### config.mk
export PLATFORM = sky130hd
export DESIGN_NAME = mem_port_arbiter
export DESIGN_NICKNAME = d
export VERILOG_FILES = /design/src/rtl/mem_port_arbiter.sv
export SDC_FILE = /design/constraint.sdc
export NUM_CORES = 1
export LEC_CHECK = 0
export BUFFER_PORTS_ARGS = -buffer_cell sky130_fd_sc_hd__buf_2
export CORE_AREA = 2 2 134 136
export CTS_BUF_LIST = sky130_fd_sc_hd__clkbuf_2 sky130_fd_sc_hd__clkbuf_4 sky130_fd_sc_hd__clkbuf_8
export CTS_CLUSTER_SIZE = 25
export DETAILED_ROUTE_END_ITERATION = 12
export DIE_AREA = 0 0 136 138
export PLACE_DENSITY = 0.82
export REMOVE_ABC_BUFFERS = 1
export SYNTH_ARGS = -nofsm -noshare
export SYNTH_HDL_FRONTEND = slang
export SYNTH_SLANG_ARGS = --single-unit
### constraint.sdc
create_clock -name clk_i -period 4.3 [get_ports clk_i]
set_input_delay 0.43 -clock clk_i [delete_from_list [all_inputs] [get_ports clk_i]]
set_output_delay 0.43 -clock clk_i [all_outputs]
set_load 0.05 [all_outputs]
### src/rtl/mem_port_arbiter.sv
// Memory port arbiter: shares one memory port between the page-table walker,
// the load/store unit and instruction fetch. One access is in flight at a time.
// Priority is MMU > data > fetch. A fetch that keeps losing is eventually
// forced to win. A flush lets the memory access finish but drops its response.
module mem_port_arbiter #(
    parameter int STARVE_LIMIT = 4,
    parameter int CNT_W        = 3
) (
    input  logic        clk_i,
    input  logic        rst_ni,
    input  logic        flush_i,
    input  logic        mmu_req_i,
    input  logic [33:0] mmu_addr_i,
    output logic        mmu_done_o,
    output logic        mmu_err_o,
    output logic [31:0] mmu_rdata_o,
    input  logic        if_req_i,
    input  logic [31:0] if_addr_i,
    output logic        if_done_o,
    output logic [31:0] if_rdata_o,
    input  logic        d_req_i,
    input  logic        d_we_i,
    input  logic [31:0] d_addr_i,
    input  logic [31:0] d_wdata_i,
    input  logic [3:0]  d_wstrb_i,
    output logic        d_done_o,
    output logic [31:0] d_rdata_o,
    output logic        mem_valid_o,
    output logic [31:0] mem_addr_o,
    output logic        mem_we_o,
    output logic [31:0] mem_wdata_o,
    output logic [3:0]  mem_wstrb_o,
    input  logic        mem_ready_i,
    input  logic [31:0] mem_rdata_i,
    output logic [1:0]  grant_id_o,
    output logic        busy_o
);

    typedef enum logic [1:0] {
        IDLE  = 2'd0,
        ISSUE = 2'd1,
        RESP  = 2'd2
    } state_e;

    localparam logic [1:0] GRANT_NONE  = 2'd0;
    localparam logic [1:0] GRANT_MMU   = 2'd1;
    localparam logic [1:0] GRANT_DATA  = 2'd2;
    localparam logic [1:0] GRANT_FETCH = 2'd3;

    localparam logic [CNT_W-1:0] STARVE_MAX = CNT_W'(STARVE_LIMIT);

    state_e           state_q,     state_d;
    logic [1:0]       grantId_q,   grantId_d;
    logic [31:0]      addr_q,      addr_d;
    logic             we_q,        we_d;
    logic [31:0]      wdata_q,     wdata_d;
    logic [3:0]       wstrb_q,     wstrb_d;
    logic             drop_q,      drop_d;
    logic [CNT_W-1:0] starveCnt_q, starveCnt_d;
    logic             mmuErr_q,    mmuErr_d;
    logic [31:0]      mmuRdata_q,  mmuRdata_d;
    logic [31:0]      ifRdata_q,   ifRdata_d;
    logic [31:0]      dRdata_q,    dRdata_d;

    logic [1:0]       winner;
    logic             respDone;

    // Pick the winner of an IDLE-cycle arbitration; a flush suppresses any grant.
    always_comb begin
        winner = GRANT_NONE;
        if (state_q == IDLE && !flush_i) begin
            if (if_req_i && starveCnt_q == STARVE_MAX) begin
                winner = GRANT_FETCH;
            end else if (mmu_req_i) begin
                winner = GRANT_MMU;
            end else if (d_req_i) begin
                winner = GRANT_DATA;
            end else if (if_req_i) begin
                winner = GRANT_FETCH;
            end
        end
    end

    // Next-state logic: latch the winner's request, track the memory handshake and route the response.
    always_comb begin
        state_d     = state_q;
        grantId_d   = grantId_q;
        addr_d      = addr_q;
        we_d        = we_q;
        wdata_d     = wdata_q;
        wstrb_d     = wstrb_q;
        drop_d      = drop_q;
        starveCnt_d = starveCnt_q;
        mmuErr_d    = mmuErr_q;
        mmuRdata_d  = mmuRdata_q;
        ifRdata_d   = ifRdata_q;
        dRdata_d    = dRdata_q;

        unique case (state_q)
            IDLE: begin
                if (!if_req_i || winner == GRANT_FETCH) begin
                    starveCnt_d = '0;
                end else if ((winner == GRANT_MMU || winner == GRANT_DATA) &&
                             starveCnt_q != STARVE_MAX) begin
                    starveCnt_d = starveCnt_q + CNT_W'(1);
                end

                case (winner)
                    GRANT_MMU: begin
                        grantId_d = GRANT_MMU;
                        addr_d    = mmu_addr_i[31:0];
                        we_d      = 1'b0;
                        wdata_d   = '0;
                        wstrb_d   = '0;
                        if (mmu_addr_i[33:32] != 2'b00) begin
                            mmuErr_d   = 1'b1;
                            mmuRdata_d = '0;
                            state_d    = RESP;
                        end else begin
                            state_d    = ISSUE;
                        end
                    end
                    GRANT_DATA: begin
                        grantId_d = GRANT_DATA;
                        addr_d    = d_addr_i;
                        we_d      = d_we_i;
                        wdata_d   = d_wdata_i;
                        wstrb_d   = d_we_i ? d_wstrb_i : 4'b0000;
                        state_d   = ISSUE;
                    end
                    GRANT_FETCH: begin
                        grantId_d = GRANT_FETCH;
                        addr_d    = if_addr_i;
                        we_d      = 1'b0;
                        wdata_d   = '0;
                        wstrb_d   = '0;
                        state_d   = ISSUE;
                    end
                    default: begin
                        state_d = IDLE;
                    end
                endcase
            end
            ISSUE: begin
                if (flush_i) begin
                    drop_d = 1'b1;
                end
                if (mem_ready_i) begin
                    if (drop_q || flush_i) begin
                        state_d   = IDLE;
                        grantId_d = GRANT_NONE;
                        drop_d    = 1'b0;
                    end else begin
                        case (grantId_q)
                            GRANT_MMU:   mmuRdata_d = mem_rdata_i;
                            GRANT_DATA:  dRdata_d   = mem_rdata_i;
                            GRANT_FETCH: ifRdata_d  = mem_rdata_i;
                            default:     ;
                        endcase
                        state_d = RESP;
                    end
                end
            end
            RESP: begin
                state_d   = IDLE;
                grantId_d = GRANT_NONE;
                mmuErr_d  = 1'b0;
                drop_d    = 1'b0;
            end
            default: begin
                state_d = IDLE;
            end
        endcase
    end

    // State and datapath registers, all cleared by the asynchronous reset.
    always_ff @(posedge clk_i or negedge rst_ni) begin
        if (!rst_ni) begin
            state_q     <= IDLE;
            grantId_q   <= GRANT_NONE;
            addr_q      <= '0;
            we_q        <= 1'b0;
            wdata_q     <= '0;
            wstrb_q     <= '0;
            drop_q      <= 1'b0;
            starveCnt_q <= '0;
            mmuErr_q    <= 1'b0;
            mmuRdata_q  <= '0;
            ifRdata_q   <= '0;
            dRdata_q    <= '0;
        end else begin
            state_q     <= state_d;
            grantId_q   <= grantId_d;
            addr_q      <= addr_d;
            we_q        <= we_d;
            wdata_q     <= wdata_d;
            wstrb_q     <= wstrb_d;
            drop_q      <= drop_d;
            starveCnt_q <= starveCnt_d;
            mmuErr_q    <= mmuErr_d;
            mmuRdata_q  <= mmuRdata_d;
            ifRdata_q   <= ifRdata_d;
            dRdata_q    <= dRdata_d;
        end
    end

    // The done pulse lasts for the single RESP cycle and is suppressed by a dropped or flushed response.
    always_comb begin
        respDone   = (state_q == RESP) && !drop_q && !flush_i;
        mmu_done_o = respDone && (grantId_q == GRANT_MMU);
        d_done_o   = respDone && (grantId_q == GRANT_DATA);
        if_done_o  = respDone && (grantId_q == GRANT_FETCH);
    end

    assign mmu_err_o   = mmuErr_q;
    assign mmu_rdata_o = mmuRdata_q;
    assign if_rdata_o  = ifRdata_q;
    assign d_rdata_o   = dRdata_q;
    assign mem_valid_o = (state_q == ISSUE);
    assign mem_addr_o  = addr_q;
    assign mem_we_o    = we_q;
    assign mem_wdata_o = wdata_q;
    assign mem_wstrb_o = wstrb_q;
    assign grant_id_o  = grantId_q;
    assign busy_o      = (state_q != IDLE);

endmodule
Word level (Yosys, flattened, before mapping). Cells that the tools add are included.

Logic and storage cells: 99. Input bits: 174. Output and inout port bits: 173. Register bits after elaboration: 174.

Mux-type cells: 34. Bitwise gates (word level): 1. Reduce and logical (&&, ||, !) cells: 34. $add $sub $neg: 1. Equality and inequality tests: 17.

Operators with widths (number): $mux 32 (5); $pmux 32 s2 (2); $pmux 32 s3 (1); $mux 2 (10); $reduce_bool 2->1 (7); $pmux 2 s3 (2); $reduce_and 4->1 (3); $eq 2x2->1 const B (5); $ne 2x1->1 const B (5); $logic_and 1x1->1 (8); $pmux 2 s2 (2); $pmux 4 s2 (1); $eq 2x1->1 const B (3); $mux 3 (2); $pmux 1 s2 (3); $reduce_and 2->1 (3); $reduce_and 6->1 (1); $reduce_bool 3->1 (2); $mux 1 (5); $mux 4 (1); $ne 4x1->1 const B (1); $reduce_or 2->1 (2); $add 3x1->3 const B (1); $eq 3x3->1 const B (1); 7 further kinds (11).

Depth between registers and ports, before layout. Gate-level depths: netlist of the first run.

Word-level depth: 10. Gate-level depth with buffers: 14.

Worst setup path before layout of the first run. OpenSTA, ideal clock, no wires.

Path type: register -> output. Start point: reg grantId_q[0], in the netlist grant_id_o[0]. End point: out d_done_o. Arrival: 2.539 ns. Required time: 3.870 ns. Stages on the path, launching flop included: 4. Buffers on the path: 2. Path slack: 1.331 ns. Cell sequence: dfrtp_1 clkbuf_1 clkbuf_1 nor4_1.

Word-level cells in the longest chain between the ends: 2.

Ends and longest elaborated chain: start, declared (line 53) `logic [1:0] grantId_q, grantId_d;`; start signal, assigned (line 193) `grantId_q <= grantId_d;`; $eq 2x2->1 (line 211) `d_done_o = respDone && (grantId_q == GRANT_DATA);`; $logic_and 1x1->1 (line 211); end, declared (line 26) `output logic d_done_o,`.

No other way between the ends.

Worst setup path after layout of the first run.
Start point: reg state_q[1]. End point: reg addr_q[20], in the netlist mem_addr_o[20].

Word-level cells in the longest chain between the ends: 6.

Ends and longest elaborated chain: start, declared (line 52) `state_e state_q, state_d;`; start signal, assigned (line 192) `state_q <= state_d;`; $logic_not 2->1 (*) (line 71, 99); $logic_and 1x1->1 (line 71) `if (state_q == IDLE && !flush_i) begin`; $mux 2 (line 71); $eq 2x2->1 / $eq 2x1->1 (equally long branches) (line 108) `case (winner)`; $reduce_bool 3->1 (no source line); $reduce_and 2->1 (no source line); end signal, assigned (line 194) `addr_q <= addr_d;`; end, declared (line 54) `logic [31:0] addr_q, addr_d;`.

Every way passes the cells marked *; elsewhere a longest branch is shown, timed or not. A chain may end at the register's enable or synchronous reset.

==> results of run 1 <==
-- metrics by stage --
| step | area [um^2] | TNS [ns] | hold WS (ns) |
|---|---|---|---|
| finish | 10300 | 0 | 0.103 |
| global route | 10300 | 0 | 0.161 |
| CTS | 10300 | 0 | 0.130 |
| detailed placement | 9910 | 0 | 0.463 |
| global placement | 9910 | 0 | 0.457 |
| floorplan | 7750 | -183.09 | 0.134 |
-- synthesized netlist by cell type (2+ instances only) --
cell type / count
nand2b_1: 3
o31ai_1: 6
buf_1: 3
buf_12: 3
o21ai_0: 34
mux2_4: 30
inv_1: 12
ha_1: 11
nand2_1: 139
a22oi_1: 32
mux2_2: 31
dfrtp_1: 174
nand3b_1: 2
nor2_1: 42
a21oi_1: 36
a31oi_1: 33
a21boi_0: 2
a311o_1: 32
buf_2: 12
mux2i_1: 2
clkbuf_1: 44
o21a_1: 2
nor3b_1: 32
mux2_1: 5
nor2b_1: 5
-- layout make-up --
class / instances / share of cell area
Clock inverter: 13 / 0.0149
Multi-Input combinational cell: 496 / 0.327
Inverter: 12 / 0.00436
Tap cell: 229 / 0.0277
Antenna cell: 7 / 0.00170
Timing Repair Buffer: 359 / 0.179
Sequential cell: 174 / 0.421
Clock buffer: 19 / 0.0241
-- registers in the layout, indices dropped and copies added, names as in the netlist --
name	count
drop_q	1
mem_we_o	1
mem_wstrb_o	4
if_rdata_o	32
state_q	2
starveCnt_q	3
grant_id_o	2
mmu_rdata_o	32
mem_addr_o	32
mem_wdata_o	32
mmu_err_o	1
d_rdata_o	32
-- metal layers --
layer | up-vias | track usage | wire length [um] | part of all wire
met3 | 32 | 0.0675 | 1860 | 0.080
met4 | 0 | 0.0976 | 490 | 0.021
met2 | 305 | 0.418 | 11900 | 0.51
met5 | - | 0 | 0 | 0
li1 | 3289 | - | - | -
met1 | 3324 | 0.304 | 9120 | 0.39
-- path summary, 6_finish.rpt --
path | from | end | slack [ns] | cells past startpoint
setup / recovery | state_q[1] | mem_addr_o[20] | 1.18 | 10
hold / removal | rst_ni | d_rdata_o[27] | 0.10 | 1
setup reg to reg | state_q[1] | mem_addr_o[20] | 1.18 | 10
hold reg to reg | mem_wstrb_o[0] | mem_wstrb_o[0] | 0.48 | 2
max in group asynchronous | rst_ni | mem_wdata_o[24] | 3.15 | 2
min in group clk_i | d_wdata_i[14] | mem_wdata_o[14] | 0.20 | 3
-- power by group through the flow --
stage | Sequential (mW) | Combinational, mW | Clock [mW]
floorplan | 3.66 | 0.635 | 0
global route | 2.31 | 2.97 | 1.27
global placement | 2.26 | 2.78 | 0
finish | 2.26 | 2.80 | 1.16
CTS | 2.26 | 2.83 | 1.20
detailed placement | 2.29 | 2.83 | 0
-- cells by family (layout without fill, tap and decap cells) --
kind of cell    Yosys count  in the layout  share of synthesized area
fa+ha+maj                11             11                     0.0171
compound gates          185            185                      0.157
simple gates            232            232                      0.133
buf+inv                  75            403                     0.0438
flops                   174            174                      0.540
mux                      68             68                      0.109
other cells               0              7                          0
==> metrics, run 1 <==
I/O pins=347; number of enable flip-flop cells after synthesis=0; Layout area overhead=28.2%; Fin. Hold Viols=0; critical-path cell list=inv_1 -> ha_1 -> inv_1 -> nor2_1 -> o21a_1 -> ha_1 -> nor2_2 -> buf_4 -> nand2_1 -> a31oi_1; status=finished, final reports clean; DR pass1 iterations=5; Placed Instances=1,270; Initial Util=0.459; CTS H-tree depth=4; overall global routing resource usage=0.249; synth warn=0; routed vias=6,950; CP top delay family=adder cells; Num Clock Sinks=174; sequential power share=0.363; Critical Path AT=3.40 ns; Slew Limit Fails=0; worst vdd ir=0.000460 V; placer congestion estimate=0.830; P_leak=5.49 nW; Non-Filler Instances=1,309; FMAX=0.320 GHz; Slowest cell on crit path=ha_1; post-synth cell types=43; Top FF cell, synth=dfrtp_1; critical path's largest stage delay=0.94 ns; dpl ws=1.20 ns; final WL=23,400 um; commonest non-fill, non-tap cell in the layout=buf_2; Synth Cell Area=0.00806 mm^2; Root Buffer=clkbuf_8; DR vias/cell=5.31; ANT nets after route=0; die area=0.0188 mm^2; worst min path class=in2async; sequential fraction of the synthesis area=0.540; Final Cycle Share=0.726; Synth area leaders=dfrtp_1 (54%), nand2_1 (6.5%), mux2_4 (5.6%), mux2_2 (4.3%), a311o_1 (4.0%); Sw Pwr=2.98 mW; CTS resizes=0; antenna violations before repair=7; Synth Area per Inst=10.8 um^2; area of the multi-input gates=0.00338 mm^2; number of buffers created by CTS=17; Slew headroom=0.226; RSZ-0062 raised after global routing=false; number of post-CTS setup repair buffers=0; Yosys top cell area share=0.540; core box area=0.0175 mm^2; CTS tree=built; first-pass GRT wire length=36,700 um; Least-Margin Pin Slew=1.16 ns; # hold bufs at CTS=0; Yosys top cell by area=dfrtp_1; largest net degree at the start of global routing=112; nature of the critical path startpoint=flop; nets=1,245; Yosys reg bits=174; Crit Path Category=reg2reg; share of layout cells above drive strength 1=0.431; Buf+Inv Stages, Crit Path=3; setup slack after layout=1.18 ns; Initial DRC Count=357; Die Wd=136 um; Max Cap Viol=0; clk buf depth=2; Final Util=0.589; Clk pin slew, worst setup/hold paths=0.09 ns; fillers=1,507; post-route minimum period=3.12 ns; Post-Synthesis Cells=745; Overall Power=6.23 mW; DP HPWL=17,000 um; DRC Markers=0; maximum fanout along the worst path=33; count of final setup violators=0; most frequent cells in the layout=buf_2 (345), dfrtp_1 (174), nand2_1 (139); Port Buffers=346; Switching Share=0.479; grt total ovfl=0; clock share of power=0.187; Logic pwr share=0.450; CP Capture Type=flop; Pint=3.24 mW; number of global-route vias before repair=6,753; register area=0.00435 mm^2; async set-reset flop share out of synthesis=1.00; Clock Skew=0.0134 ns; Required @ worst endpoint=4.58 ns; pwr dens=603 mW/mm^2; row cnt=49; clk_lat worst skew=0.45 ns; DIE HEIGHT=138 um; DR WL/cell=17.9 um
Power figures use the tool's default switching activity.
==> run 2, diff against run 1 <==
Settings changed: ABC_AREA from default to 1, CORE_AREA 2 2 134 136 to default, CORE_MARGIN from default to 2, CORE_UTILIZATION from default to 44, DIE_AREA 0 0 136 138 to default, PLACE_DENSITY 0.82 to 0.81.
Clock period 4.3 ns to 2.7 ns, I/O delays scaled along.
==> run 2 against run 1 <==
  * Clock power up 67%
  * First-iteration DRC count up 34%
  * Final area down 1.2%
  * Die area up 1.1%
  * Synthesized cell count up 28%
  * Sequential share of layout area up 0.51 points
  * Critical path type unchanged
  * Largest power group unchanged
  * Highest routed layer unchanged
==> metrics, run 2 <==
CP Capture Type=flop; clk_lat worst skew=0.45 ns (about the same); nets=1,471 (+18%); global routing usage on met3=0.0526 (-0.0149); Die Wd=138 um (+1.3%); Port Buffers=346 (unchanged); grt total ovfl=0 (unchanged); maximum fanout along the worst path=39 (+18%); Top FF cell, synth=dfrtp_1; Post-Synthesis Cells=957 (+28%); Required @ worst endpoint=3.05 ns (-1.53 ns); synth cell count leaders=nand2_1 (356), dfrtp_1 (174), inv_1 (115), nand3_1 (78), o21ai_0 (69); antenna violations before repair=0 (-7); Synth Area per Inst=8.23 um^2 (-24%); worst min path class=in2reg; met1 GRT Util=0.306 (+0.00202); commonest non-fill, non-tap cell in the layout=nand2_1; Crit Path Category=reg2reg; post-route minimum period=2.42 ns (-0.698 ns); met2 global-route usage=0.389 (-0.0290); post-synth cell types=23 (-47%); number of global-route vias before repair=6,923 (+2.5%); Layout area overhead=29.7%; Synth area leaders=dfrtp_1 (55%), nand2_1 (17%), inv_1 (5.5%), nand3_1 (5.0%), o21ai_0 (4.4%); clk buf depth=2 (unchanged); Worst Hold Path EP=mem_wdata_o[21]; Yosys top cell area share=0.553 (+0.0125); Max Cap Viol=0 (unchanged); WHS Path Cells=3; DIE HEIGHT=138 um (-0.17%); overall global routing resource usage=0.235 (-0.0144); Clk pin slew, worst setup/hold paths=0.10 ns (about the same); RSZ-0062 raised after global routing=false; first-pass GRT wire length=34,900 um (-4.8%); reg2reg path depth=10 (unchanged); DP HPWL=16,500 um (-2.9%); setup TNS=0 ns (unchanged); Slew headroom=0.608 (+0.382); register area=0.00435 mm^2 (unchanged); FF-to-FF setup slack=0.28 ns (-0.90 ns); largest net degree at the start of global routing=99 (-12%); I/O pins=347 (unchanged); Clock Skew=0.0184 ns (+0.00498 ns); Slew Limit Fails=0 (unchanged); nature of the critical path startpoint=flop; Yosys top cell by area=dfrtp_1; Initial DRC Count=480 (+34%); FMAX=0.413 GHz (+29%); async set-reset flop share out of synthesis=1.00 (unchanged); final WL=22,700 um (-3.1%); DR WL/cell=14.9 um (-17%); routed vias=7,431 (+6.9%); pwr dens=1100 mW/mm^2 (+82%); area of the multi-input gates=0.00280 mm^2 (-17%); die area=0.0190 mm^2 (+1.1%); share of layout cells above drive strength 1=0.314 (-0.116); Synth Cell Area=0.00787 mm^2 (-2.3%); number of buffers created by CTS=17 (unchanged); DRC Markers=0 (unchanged); Root Buffer=clkbuf_8; DR vias/cell=4.87 (-8.2%); Yosys reg bits=174 (unchanged); number of post-CTS setup repair buffers=0 (unchanged); DR pass1 iterations=7 (+2); P_leak=5.80 nW (+5.8%); Fin. Hold Viols=0 (unchanged); number of enable flip-flop cells after synthesis=0 (unchanged); Least-Margin Pin Slew=0.588 ns (-0.573 ns); ANT nets after route=0 (unchanged); Initial Util=0.452 (-0.00739); count of final setup violators=0 (unchanged); Final Cycle Share=0.897 (+0.172); core box area=0.0174 mm^2 (-0.67%); GRT busiest layer=met2; cell with the most instances after synthesis=nand2_1; Overall Power=11.2 mW (+80%); status=finished, final reports clean; placer congestion estimate=0.916 (+10%); hold path startpoint=d_wdata_i[21]; row cnt=48 (-2.0%); most frequent cells in the layout=nand2_1 (356), buf_2 (345), dfrtp_1 (174); CTS H-tree depth=4 (unchanged); sequential fraction of the synthesis area=0.553 (+0.0125); Critical Path AT=2.78 ns (-0.62 ns); FF-to-FF End=mem_addr_o[5]; fillers=1,569 (+4.1%); CTS tree=built; Num Clock Sinks=174 (unchanged); worst vdd ir=0.000868 V (+89%); synth warn=0 (unchanged); Final Util=0.586 (-0.00306); worst r2r src=state_q[0]
[run 2: how the worst max path moves through the flow]
| stage | from | endpoint | slack, ns | depth (start not counted) |
|---|---|---|---|---|
| finish | state_q[0] | mem_addr_o[5] | 0.28 | 10 |
| global route | state_q[1] | mem_addr_o[5] | 0.05 | 10 |
| CTS | state_q[0] | mem_addr_o[5] | 0.23 | 11 |
| detailed placement | state_q[0] | mem_addr_o[5] | 0.24 | 11 |
| global placement | state_q[0] | mem_addr_o[13] | 0.40 | 11 |
| floorplan | state_q[0] | mem_wstrb_o[0] | -1.95 | 11 |
[run 2: worst max-delay path, stage by stage (launching register included)]
cell	delay [ns]
dfrtp_1	0.39
inv_1	0.09
ha_1	0.23
inv_2	0.12
nor2_1	0.07
nand2_1	0.11
buf_4	0.36
ha_1	0.25
buf_4	0.33
nand2_1	0.11
a41oi_1	0.26
[run 2: cell type report]
| cell class | instances | share of cell area |
|---|---|---|
| multi-input cells | 611 | 0.275 |
| inverters | 117 | 0.0430 |
| well taps | 225 | 0.0276 |
| repair buffers | 365 | 0.187 |
| flip-flops and latches | 174 | 0.426 |
| clock buffers | 18 | 0.0237 |
| clock inverters | 14 | 0.0173 |
| diodes | 1 | 0.000245 |
[run 2: repair_timing]
| action | 4_1_cts | 5_1_grt |
|---|---|---|
| hold buffers | 1 | 0 |
| endpoints found under the setup margin | 0 | 1 |
| endpoints found under the hold margin | 53 | 0 |
| gates resized for setup | 0 | 1 |
[run 2: where the power goes]
| part | switching, mW | internal (mW) |
|---|---|---|
| registers | 0.427 | 3.39 |
| clock network | 0.992 | 0.945 |
| logic | 4.25 | 1.20 |
| total | 5.67 | 5.53 |
[run 2: layer usage]
metal  up-vias  share of wire  wire [um]
met4         0          0.022        495
met3        38          0.060       1350
met5         -              0          0
li1       3651              -          -
met1      3485           0.43       9770
met2       257           0.49      11100
[run 2: kinds of logic (layout without fill, tap and decap cells)]
logic type	after synthesis	in the layout	synth area share
adders and majority gates	11	11	0.0175
and+or+nand+nor	489	489	0.252
DFF	174	174	0.553
buffers and inverters	172	514	0.0914
other	0	1	0
AOI/OAI and AO/OA	110	110	0.0855
xor gates and xnor gates	1	1	0.00111
[run 2: stage by stage]
stage / cells / setup WS [ns] / area [um^2] / hold slack [ns]
after floorplan: 902 / -1.95 / 7590 / -0.0256
after global placement: 1491 / 0.403 / 9780 / 0.273
after detailed placement: 1491 / 0.237 / 9780 / 0.284
after CTS: 1524 / 0.229 / 10200 / 0.0111
after global routing: 1524 / 0.0490 / 10200 / 0.00178
final: 1525 / 0.277 / 10200 / 0.0394
==> run 3, diff against run 2 <==
Settings changed: CORE_ASPECT_RATIO from default to 1.75.
==> run 3 against run 2 <==
  * Hold slack about the same
  * Critical path type unchanged
  * Core utilization is essentially flat
  * Register-to-register slack better by 0.06 ns
  * Critical path depth rose by 3
  * Sequential share of layout area shrank 0.33 points
  * Flip-flop and latch count unchanged
==> metrics, run 3 (synthesis results as in run 2) <==
fillers=1,614 (+2.9%); DIE HEIGHT=181 um (+31%); Slew Limit Fails=0 (unchanged); Root Buffer=clkbuf_8; final WL=24,100 um (+6.1%); I/O pins=347 (unchanged); Initial DRC Count=453 (-5.6%); status=finished, final reports clean; routed vias=7,721 (+3.9%); Clk pin slew, worst setup/hold paths=0.10 ns (about the same); worst min path class=in2reg; DR vias/cell=5.01 (+2.8%); Max Cap Viol=0 (unchanged); FF-to-FF End=mmu_rdata_o[7]; die area=0.0190 mm^2 (+0.22%); crit-path most repeated cell=nand2_1; Initial Util=0.449 (-0.00310); Required @ worst endpoint=3.08 ns (+0.03 ns); worst r2r src=state_q[0]; critical-path cell list=inv_1 -> ha_1 -> inv_2 -> nor2_1 -> o21a_1 -> o21ai_0 -> ha_1 -> o21ai_0 -> nand2_1 -> nand3_1 -> buf_4 -> nand2_1 -> nand2_1; DRC Markers=0 (unchanged); CTS tree=built; nature of the critical path startpoint=flop; core box area=0.0175 mm^2 (+0.69%); Port Buffers=346 (unchanged); grt total ovfl=0 (unchanged); Critical Path AT=2.74 ns (-0.04 ns); CTS H-tree depth=4 (unchanged); number of global-route vias before repair=7,534 (+8.8%); FF-to-FF setup slack=0.34 ns (+0.06 ns); largest net degree at the start of global routing=74 (-25%); Placed Instances=1,504 (+0.87%); hold path startpoint=d_wdata_i[28]; overall global routing resource usage=0.254 (+0.0191); Die Wd=105 um (-24%); Least-Margin Pin Slew=0.697 ns (+0.109 ns); area of the multi-input gates=0.00281 mm^2 (about the same); CP Capture Type=flop; Non-Filler Instances=1,541 (+1.0%); most frequent cells in the layout=nand2_1 (356), buf_2 (345), dfrtp_1 (174); WHS Path Cells=3 (unchanged); number of post-CTS setup repair buffers=0 (unchanged); placer congestion estimate=0.932 (+1.8%); number of buffers created by CTS=17 (unchanged); P_leak=5.82 nW (+0.41%); DR pass1 iterations=5 (-2); share of layout cells above drive strength 1=0.319 (+0.00444); setup TNS=0 ns (unchanged); RSZ-0062 raised after global routing=false; Slew headroom=0.535 (-0.0727); Num Clock Sinks=174 (unchanged); Final Cycle Share=0.873 (-0.0239); post-route minimum period=2.36 ns (-0.0646 ns); first-pass GRT wire length=38,000 um (+9.1%); Final Util=0.587 (about the same); CTS resizes=0 (unchanged); pwr dens=1100 mW/mm^2 (-0.21%); Crit Path Category=reg2reg; worst vdd ir=0.000727 V (-16%); Worst Hold Path EP=mem_wdata_o[28]; count of final setup violators=0 (unchanged); DR WL/cell=15.6 um (+5.0%); critical path's largest stage delay=0.42 ns (+0.03 ns); commonest non-fill, non-tap cell in the layout=nand2_1; reg2reg path depth=13 (+3); row cnt=64 (+33%); DP HPWL=18,100 um (+9.6%); clk_lat worst skew=0.45 ns (about the same); register area=0.00435 mm^2 (unchanged); clk buf depth=2 (unchanged); Layout area overhead=30.7%; FMAX=0.424 GHz (+2.7%); Slowest cell on crit path=dfrtp_1; Fin. Hold Viols=0 (unchanged); antenna violations before repair=3 (+3); maximum fanout along the worst path=19 (-51%); ANT nets after route=0 (unchanged); nets=1,478 (+0.48%); Clock Skew=0.0181 ns (-0.000295 ns)
==> run 3: changes by cell type in the layout (fill, tap and decap cells not counted), sizes merged <==
cell / delta
clkinvlp: +2
buf: +7
inv: -4
diode: +3
clkinv: +1
bufinv: -1
clkbuf: +2
==> run 3: worst max-delay path, delay by kind of cell (launching register included) <==
family | cells | cell delay [ns]
buffers and inverters | 3 | 0.44
flip-flops | 1 | 0.42
AO/OA/AOI/OAI | 3 | 0.42
adder cells (fa/ha/maj) | 2 | 0.46
AND/OR/NAND/NOR | 5 | 0.54
==> run 3: worst max path at each step <==
| stage | slack [ns] | end | startpoint | cells after the start |
|---|---|---|---|---|
| 2_1_floorplan | -1.95 | mem_wstrb_o[0] | state_q[0] | 11 |
| 3_3_place_gp | 0.51 | mmu_rdata_o[16] | state_q[0] | 13 |
| 3_5_place_dp | 0.39 | mem_addr_o[2] | state_q[0] | 11 |
| 4_1_cts | 0.37 | mem_addr_o[25] | state_q[0] | 11 |
| 5_1_grt | 0.12 | mem_addr_o[7] | state_q[0] | 11 |
| 6_report | 0.34 | mmu_rdata_o[7] | state_q[0] | 13 |
==> run 3: what timing repair did <==
item	CTS	global route
setup endpoints to repair	0	0
hold endpoints to repair	70	0
hold buffers	1	0
==> run 3: final cells by class <==
type,count,area share
diodes,4,0.000973
well taps,231,0.0281
inverters,117,0.0427
repair buffers,372,0.193
clock buffers,20,0.0261
clock inverters,12,0.0133
flip-flops and latches,174,0.423
multi-input cells,611,0.273
==> run 3: power by group <==
part | switching (mW) | total (mW) | internal [mW] | leakage (nW)
Combinational | 4.30 | 5.54 | 1.23 | 3.67
Sequential | 0.472 | 3.87 | 3.39 | 1.96
Clock | 0.976 | 1.87 | 0.889 | 0.199
Total | 5.75 | 11.3 | 5.52 | 5.82
==> run 3: metrics by stage <==
step | hold slack [ns] | total power [mW] | cell area (um^2) | setup slack (ns)
after global routing | 0.00829 | 11.8 | 10300 | 0.123
after CTS | 0.000318 | 11.3 | 10300 | 0.368
final | 0.0396 | 11.3 | 10300 | 0.342
after global placement | 0.342 | 9.35 | 9860 | 0.506
after detailed placement | 0.349 | 9.45 | 9860 | 0.388
after floorplan | -0.0256 | 7.77 | 7590 | -1.95
==> run 3: per-layer routing <==
layer / global-route usage / up-vias / wire length (um)
met5: 0 / - / 0
met4: 0.141 / 0 / 1280
met3: 0.0516 / 75 / 1620
met2: 0.424 / 371 / 12000
met1: 0.305 / 3607 / 9180
li1: - / 3668 / -
